**src/rtl/csi2_pkg.sv**
```systemverilog
// Shared CSI-2 receive definitions: data types, depacketizer FSM states,
// header layout and the Hamming ECC parity masks.
package csi2_pkg;

  localparam logic [5:0] DT_FS   = 6'h00;
  localparam logic [5:0] DT_FE   = 6'h01;
  localparam logic [5:0] DT_LS   = 6'h02;
  localparam logic [5:0] DT_LE   = 6'h03;
  localparam logic [5:0] DT_RAW8 = 6'h2A;

  // Data types below this value are short packets.
  localparam logic [5:0] DT_SHORT_LIMIT = 6'h10;

  typedef enum logic [2:0] {
    ST_IDLE,
    ST_HDR,
    ST_PAYLOAD,
    ST_CRC,
    ST_DROP
  } rx_state_e;

  typedef struct packed {
    logic [7:0]  ecc;
    logic [15:0] wc;
    logic [7:0]  di;
  } csi2_hdr_t;

  // Parity bit gi covers the header bits {WC, DI} set in ECC_MASK[gi].
  localparam logic [5:0][23:0] ECC_MASK = {
    24'hEFFC00, 24'hDF03F0, 24'hB8E38E,
    24'h749A6D, 24'hF2555B, 24'hF12CB7
  };

endpackage

```
**src/rtl/csi2_rx_ecc.sv**
```systemverilog
// Combinational CSI-2 header ECC generator: 24 header bits {WC, DI} to the
// 6 Hamming parity bits. Usable by both RX checking and TX generation.
module csi2_rx_ecc
  import csi2_pkg::*;
(
  input  logic [23:0] data,
  output logic [5:0]  ecc
);

  for (genvar gi = 0; gi < 6; gi++) begin : g_parity
    assign ecc[gi] = ^(data & ECC_MASK[gi]);
  end

endmodule

```
**src/rtl/csi2_rx_depacketizer.sv**
```systemverilog
// CSI-2 2-lane packet decoder that regenerates a CMOS-style fv/lv/dvalid bus.
// Define CSI2_RX_ECC_CHECK_EN to check header ECC and report ecc_err_o.
module csi2_rx_depacketizer
  import csi2_pkg::*;
#(
  parameter logic [1:0] VC       = 2'd0,
  parameter logic [7:0] DT_PIXEL = 8'h2A
) (
  input  logic        byte_clk_i,
  input  logic        reset_i,
  input  logic [15:0] hs_data_i,
  input  logic        hs_valid_i,
  output logic [15:0] pixdata_o,
  output logic        dvalid_o,
  output logic        fv_o,
  output logic        lv_o,
  output logic        pkt_err_o,
  output logic        ecc_err_o
);

  rx_state_e   state_reg;
  logic [7:0]  di_reg;
  logic [7:0]  wc_lo_reg;
  logic [14:0] cnt_reg;
  logic        hs_valid_prev_reg;

  csi2_hdr_t   hdr;
  logic [5:0]  dt;
  logic        vc_match;
  logic        pix_match;
  logic        ecc_bad;
  logic        unused_bits;

  // The full header is only complete while word 1 is on the bus in ST_HDR.
  assign hdr       = {hs_data_i[15:8], hs_data_i[7:0], wc_lo_reg, di_reg};
  assign dt        = hdr.di[5:0];
  assign vc_match  = (hdr.di[7:6] == VC);
  assign pix_match = vc_match && ({2'b00, dt} == DT_PIXEL);

`ifdef CSI2_RX_ECC_CHECK_EN
  logic [5:0] ecc_calc;

  csi2_rx_ecc u_ecc (
    .data ({hdr.wc, hdr.di}),
    .ecc  (ecc_calc)
  );

  assign ecc_bad     = (ecc_calc != hdr.ecc[5:0]);
  assign unused_bits = ^hdr.ecc[7:6];
`else
  assign ecc_bad     = 1'b0;
  assign unused_bits = ^hdr.ecc;
`endif

  always_ff @(posedge byte_clk_i or posedge reset_i) begin
    if (reset_i) begin
      state_reg         <= ST_IDLE;
      di_reg            <= '0;
      wc_lo_reg         <= '0;
      cnt_reg           <= '0;
      // Held high so a packet already in flight at release is skipped.
      hs_valid_prev_reg <= 1'b1;
      pixdata_o         <= '0;
      dvalid_o          <= 1'b0;
      fv_o              <= 1'b0;
      lv_o              <= 1'b0;
      pkt_err_o         <= 1'b0;
      ecc_err_o         <= 1'b0;
    end else begin
      hs_valid_prev_reg <= hs_valid_i;
      dvalid_o          <= 1'b0;
      pkt_err_o         <= 1'b0;
      ecc_err_o         <= 1'b0;

      case (state_reg)
        ST_IDLE: begin
          if (hs_valid_i && !hs_valid_prev_reg) begin
            di_reg    <= hs_data_i[7:0];
            wc_lo_reg <= hs_data_i[15:8];
            state_reg <= ST_HDR;
          end
        end

        ST_HDR: begin
          if (!hs_valid_i) begin
            pkt_err_o <= 1'b1;
            state_reg <= ST_IDLE;
          end else if (ecc_bad) begin
            ecc_err_o <= 1'b1;
            state_reg <= ST_DROP;
          end else if (dt < DT_SHORT_LIMIT) begin
            if (vc_match) begin
              case (dt)
                DT_FS:   fv_o <= 1'b1;
                DT_FE:   fv_o <= 1'b0;
                DT_LS:   lv_o <= 1'b1;
                DT_LE:   lv_o <= 1'b0;
                default: ;
              endcase
            end
            state_reg <= ST_DROP;
          end else if (hdr.wc[0]) begin
            pkt_err_o <= 1'b1;
            state_reg <= ST_DROP;
          end else if (hdr.wc == 16'd0) begin
            state_reg <= ST_CRC;
          end else begin
            cnt_reg   <= hdr.wc[15:1];
            state_reg <= ST_PAYLOAD;
          end
        end

        ST_PAYLOAD: begin
          if (!hs_valid_i) begin
            pkt_err_o <= 1'b1;
            state_reg <= ST_IDLE;
          end else begin
            if (pix_match) begin
              pixdata_o <= hs_data_i;
              dvalid_o  <= 1'b1;
            end
            cnt_reg <= cnt_reg - 15'd1;
            if (cnt_reg == 15'd1) begin
              state_reg <= ST_CRC;
            end
          end
        end

        ST_CRC: begin
          if (!hs_valid_i) begin
            pkt_err_o <= 1'b1;
            state_reg <= ST_IDLE;
          end else begin
            state_reg <= ST_DROP;
          end
        end

        ST_DROP: begin
          if (!hs_valid_i) begin
            state_reg <= ST_IDLE;
          end
        end

        default: state_reg <= ST_IDLE;
      endcase
    end
  end

endmodule

```
**config.mk**
```make
export PLATFORM = sky130hd
export DESIGN_NAME = csi2_rx_depacketizer
export DESIGN_NICKNAME = d
export VERILOG_FILES = /design/src/rtl/csi2_pkg.sv /design/src/rtl/csi2_rx_ecc.sv /design/src/rtl/csi2_rx_depacketizer.sv
export SDC_FILE = /design/constraint.sdc
export NUM_CORES = 1
export LEC_CHECK = 0
export CORE_ASPECT_RATIO = 0.5
export CORE_MARGIN = 1.5
export CORE_UTILIZATION = 35
export CTS_CLUSTER_DIAMETER = 50
export CTS_CLUSTER_SIZE = 30
export DETAILED_ROUTE_END_ITERATION = 7
export SLEW_MARGIN = 20
export SYNTH_ARGS = -nofsm -noshare
export SYNTH_HDL_FRONTEND = slang
export SYNTH_SLANG_ARGS = --single-unit
export TNS_END_PERCENT = 20
```
**constraint.sdc**
```tcl
create_clock -name byte_clk_i -period 2.55 [get_ports byte_clk_i]
set_input_delay 0.255 -clock byte_clk_i [delete_from_list [all_inputs] [get_ports byte_clk_i]]
set_output_delay 0.255 -clock byte_clk_i [all_outputs]
set_load 0.05 [all_outputs]
```
==> flow_summary.ini, run 1 <==
[synthesis]
syn-num-nets = 260
synth_area_leaders = dfrtp_1 (50%), mux2_2 (14%), o221ai_1 (2.9%)
syn-mean-instance-area_um2 = 11.41
yosysTopAreaCellShare = 0.4956
yosys.area.top_type = dfrtp_1
synth-edff-count = 0
ys_types = 50
syn_inst = 239
seq_area_frac_synth = 0.5053
async_flop_share = 1.000
synth_seq_cells = 55
syn-cell-area_mm2 = 0.002726
synth_flop_cell = dfrtp_1
yosysWarnings = 0

[detailed_routing]
drt-pass1-iter-count = 5
ant_nets = 0
via_count = 2169
drt-initial-drc-count = 176
vias_per_cell = 5.648
route.detailed.drc = 0
drt_wl_total_um = 6692
wire_per_inst_um = 17.43

[setup_path]
cp_max_fo = 2
startpoint_type = register
max_stage_delay_ps = 490
cp_top_family = simple AND/OR/NAND/NOR gates
cp.required_ps = 2730
crit_slowest_cell = or4b_1
crit_type = reg -> reg
endpoint_kind = register
path_cells = or3_4 -> or4_1 -> or4b_1 -> mux2_1
path_buf_inv = 0
critPathArrivalTime_ps = 2290

[global_route]
grt_antenna_before_repair = 0
grt_pass1_wl_um = 11260
grt_pass1_vias = 2124
grt_max_degree = 56
grt_usage = 0.1736
overflow = 0

[clock_tree]
clock_latency_ps = 300
cts_resized = 0
cts.clk_slew.worst_paths_ps = 80
clockRootBuffer = clkbuf_16
tritoncts = yes
cts_buffer_depth = 2
hold_buffers = 0
cts_buffers = 5
cts_sinks = 55
htreeDepth = 2
post_cts_buffers = 0

[floorplanning]
die_y_um = 65.41
start_util = 0.3668
die_x_um = 127.8
dieArea_mm2 = 0.008360
rows = 22
io_pins = 40
fp.coreArea_mm2 = 0.007432

[sta]
fmaxAchievable_ghz = 0.4754
setup_viol_count_final = 0
fin_worst_skew_ps = 5.667
tightest_slew_ps = 507.3
fin_tns_setup_ps = 0
period_share = 0.8250
rsz0062_at_grt = no
slew_headroom = 0.6587
finalMaxSlewViolations = 0
fin_crit_ps = 2104
hold_violations = 0

[job]
drv_cap = 0

[cells_and_area]
layout_commonest_cell = dfrtp_1
n_antenna_cell = 0
layout_common_cells = dfrtp_1 (54), clkdlybuf4s50_1 (38), mux2_2 (33), nand2_1 (20), buf_4 (16)
syn_to_final_growth_pct = 26.85
drive_gt1_frac = 0.2396
fin_nets = 308
stdcell_area_mm2 = 0.003458
largest_reg_flops = 16
fillers = 683

[place]
postPlaceCellArea_mm2 = 0.003283
port_buffers = 38
dp_hpwl_um = 4732
gp_congestion = 0.8348

[power]
p_leak_nw = 1.437
power_density_mw_per_mm2 = 997.8
ir_drop_uv = 328.3

[min_path]
hp-class = in -> async

[status]
outcome = completed
==> routing by layer <==
layer / routed length [µm] / track usage / vias to the layer above
li1: - / - / 1002
met1: 3411 / 0.2566 / 1100
met2: 2908 / 0.2560 / 59
met3: 293 / 0.04072 / 8
met4: 78 / 0.04213 / 0
met5: 0 / 0 / -
==> worst paths after layout <==
check / startpoint / to / slack [ps] / depth (start not counted)
setup / recovery: di_reg[2] / lv_o / 450 / 4
hold / removal: reset_i / pixdata_o[3] / 330 / 3
setup reg to reg: di_reg[2] / lv_o / 450 / 4
hold reg to reg: lv_o / lv_o / 500 / 1
max in group asynchronous: reset_i / hs_valid_prev_reg / 1930 / 3
min in group byte_clk_i: lv_o / lv_o / 500 / 1
==> report_power, final <==
part / internal (mW) / switching (mW) / total, mW
clock: 0.475 / 0.342 / 0.817
combinational: 0.556 / 0.583 / 1.14
sequential: 1.17 / 0.329 / 1.49
total: 2.20 / 1.25 / 3.45
==> metrics by stage <==
step / total power [mW] / setup WS, ps / hold slack (ps) / cells / util
detailed placement: 2.639 / 261.3 / 493.8 / 376 / 0.4418
CTS: 3.452 / 435.7 / 340.4 / 384 / 0.4653
floorplan: 2.279 / 500.0 / 259.5 / 239 / -
global placement: 2.593 / 253.5 / 490.1 / 376 / 0.4418
finish: 3.451 / 446.3 / 329.2 / 384 / 0.4653
global route: 3.672 / 263.6 / 349.3 / 384 / 0.4653
==> synthesized netlist by cell type (2+ instances only) <==
library cell and n:
dfrtp_1 54, mux2_2 33, nand2_1 20, nor2_1 12, nor4_1 9, o221ai_1 9, clkbuf_1 8, inv_1 7
a21oi_1 6, o211ai_1 5, o31a_1 5, or3_1 5, a22oi_1 4, nor3_1 4, o21ai_0 4, mux2i_1 3
nand3_1 3, o311ai_0 3, or3b_2 3, a41oi_1 2, buf_2 2, buf_6 2, ha_1 2, nand2b_1 2
nand3b_1 2, nand4_1 2, nor4bb_1 2, o22ai_1 2, or2_2 2, or4_1 2
==> worst min-delay path: cells and delay by family <==
family	cells	cell delay, ps
buffers and inverters	3	760
==> kinds of logic after synthesis <==
| group | count (synthesis) | share of synthesized area |
|---|---|---|
| flip-flops | 55 | 0.5053 |
| AO/OA/AOI/OAI | 47 | 0.1303 |
| other | 1 | 0.001375 |
| buffers and inverters | 21 | 0.04039 |
| adder cells (fa/ha/maj) | 2 | 0.009177 |
| AND/OR/NAND/NOR | 76 | 0.1620 |
| multiplexers | 37 | 0.1514 |
==> final cells by class <==
class | instances | area [µm²] | share of cell area
flip-flops and latches | 55 | 1378 | 0.3983
multi-input cells | 163 | 1239 | 0.3582
repair buffers | 55 | 520.5 | 0.1505
clock buffers | 5 | 125.1 | 0.03618
well taps | 96 | 120.1 | 0.03473
clock inverters | 3 | 50.05 | 0.01447
inverters | 7 | 26.28 | 0.007598
No activity file was read; power rests on OpenSTA's default activity.
==> inputs of run 2 (changes only) <==
Clock period 2.55 ns to 2 ns, I/O delays scaled along.
==> run 2 against run 1 <==
  * Worst hold slack lost 120 ps
  * Register-to-register slack lost 580 ps
  * Fmax shrank 1.6%
  * Sequential power grew 25%
  * Wire length grew 8.4%
  * Critical endpoint unchanged
  * Largest cell class unchanged
  * Utilization grew 2.6 points
  * Sequential share of layout area shrank 2.1 points
  * Combinational power grew 58%
  * Cell area grew 5.6%
  * Largest power group unchanged
  * Non-clock buffer count grew 23
  * The run now ends with setup timing left
  * Final cell count grew 6.0%
  * Clock power grew 14%
==> flow_summary.ini, run 2 (synthesized netlist as in run 1, its figures left out) <==
[cells_and_area]
fin_nets = 331
largest_reg_flops = 16
layout_common_cells = dfrtp_1 (54), buf_4 (39), clkdlybuf4s50_1 (38), mux2_2 (33), nand2_1 (20)
n_antenna_cell = 0
final_cells = 407
drive_gt1_frac = 0.3183
layout_commonest_cell = dfrtp_1
syn_to_final_growth_pct = 33.91

[clock_tree]
cts_sinks = 55
cts.clk_slew.worst_paths_ps = 70
clock_latency_ps = 300
htreeDepth = 2
tritoncts = yes
clockRootBuffer = clkbuf_16
cts_buffers = 5
cts_buffer_depth = 2

[setup_path]
endpoint_kind = register
crit_type = reg -> reg
startpoint_type = register
cp_max_fo = 2
cp.required_ps = 2190
critPathArrivalTime_ps = 2320

[floorplanning]
die_y_um = 65.41
die_x_um = 127.8
dieArea_mm2 = 0.008360
fp.coreArea_mm2 = 0.007432
io_pins = 40
start_util = 0.3668
rows = 22

[sta]
setup_viol_count_final = 1
tightest_slew_ps = 504.7
hold_violations = 0
slew_headroom = 0.6625
fin_worst_skew_ps = 4.445
hold_ws_ps = 211.0
fin_crit_ps = 2138
final.setup.worst_slack_ps = -138.2
period_share = 1.069
rsz0062_at_grt = yes
fmaxAchievable_ghz = 0.4677
finalMaxSlewViolations = 0

[detailed_routing]
route.detailed.drc = 0
wire_per_inst_um = 17.83
drt_wl_total_um = 7255
vias_per_cell = 5.575
drt-initial-drc-count = 227
drt-pass1-iter-count = 4
via_count = 2269
ant_nets = 0

[global_route]
gr-max-usage-layer = met2
grt_pass1_wl_um = 11880
grt_max_degree = 24
grt_usage = 0.1876
grt_pass1_vias = 2293
grt_antenna_before_repair = 0
met3_usage = 0.03502
overflow = 0
met1_usage = 0.2691
grtUsageMet2 = 0.2903

[place]
port_buffers = 38
gp_congestion = 0.8993
pre_cts_slack_ps = -237.4
dp.cells = 398
dp_hpwl_um = 5453

[power]
power_density_mw_per_mm2 = 1256
ir_drop_uv = 451.7
p_leak_nw = 1.551
power_mw = 4.587

[status]
violations = setup timing
outcome = finished with violations

[min_path]
hp-class = in -> async

[job]
drv_cap = 0
==> run 2: cell count changes in the layout (fill, tap and decap cells not counted), sizes merged <==
cell    delta
buf       +23
clkbuf     +1
bufinv     -1
==> run 2: layer usage <==
layer,vias up,part of all wire
met5,-,0
met4,0,0.0094
met3,5,0.044
met2,59,0.44
met1,1154,0.51
li1,1051,-
==> run 2: report_power, final <==
part | total (mW) | leakage (nW) | switching, mW | internal, mW
Combinational | 1.80 | 0.781 | 0.899 | 0.897
Sequential | 1.86 | 0.692 | 0.376 | 1.49
Clock | 0.928 | 0.0779 | 0.420 | 0.509
==> run 2: cell type report <==
class	count	area, µm²
multi-input combinational	163	1277
clock inverter	2	17.52
fill	695	3781
timing repair buffer	78	693.2
clock buffer	6	138.9
sequential	55	1378
tap	96	120.1
inverter	7	26.28
==> run 2: through the flow <==
step	TNS, ps	instance area, µm²	utilization
final	-138.2	3651	0.4912
after global routing	-176.0	3651	0.4912
after CTS	-135.5	3608	0.4855
after detailed placement	-1708	3448	0.4640
after global placement	-1414	3448	0.4640
after floorplan	-50.00	2726	-
==> run 2: final timing paths <==
| path | cells after the start | slack (ps) | from | to |
|---|---|---|---|---|
| max | 4 | -140 | di_reg[7] | lv_o |
| min | 2 | 210 | reset_i | pixdata_o[3] |
| max reg2reg | 4 | -140 | di_reg[7] | lv_o |
| min reg2reg | 1 | 510 | pixdata_o[1] | pixdata_o[1] |
| max in group asynchronous | 3 | 1180 | reset_i | cnt_reg[6] |
| min in group byte_clk_i | 1 | 510 | pixdata_o[1] | pixdata_o[1] |
==> run 2: critical path: stages (launching register included) <==
cell and delay, ps:
dfrtp_1 380, or3_4 390, or4_4 420, or4b_4 530, mux2_4 310
==> run 2: what timing repair did <==
item,4_1_cts,5_1_grt
hold endpoints to repair,0,0
cloned,0,0
resized for setup,1,10
setup endpoints to repair,1,7
hold buffers,0,0
pin swaps,0,2
setup buffers,0,1
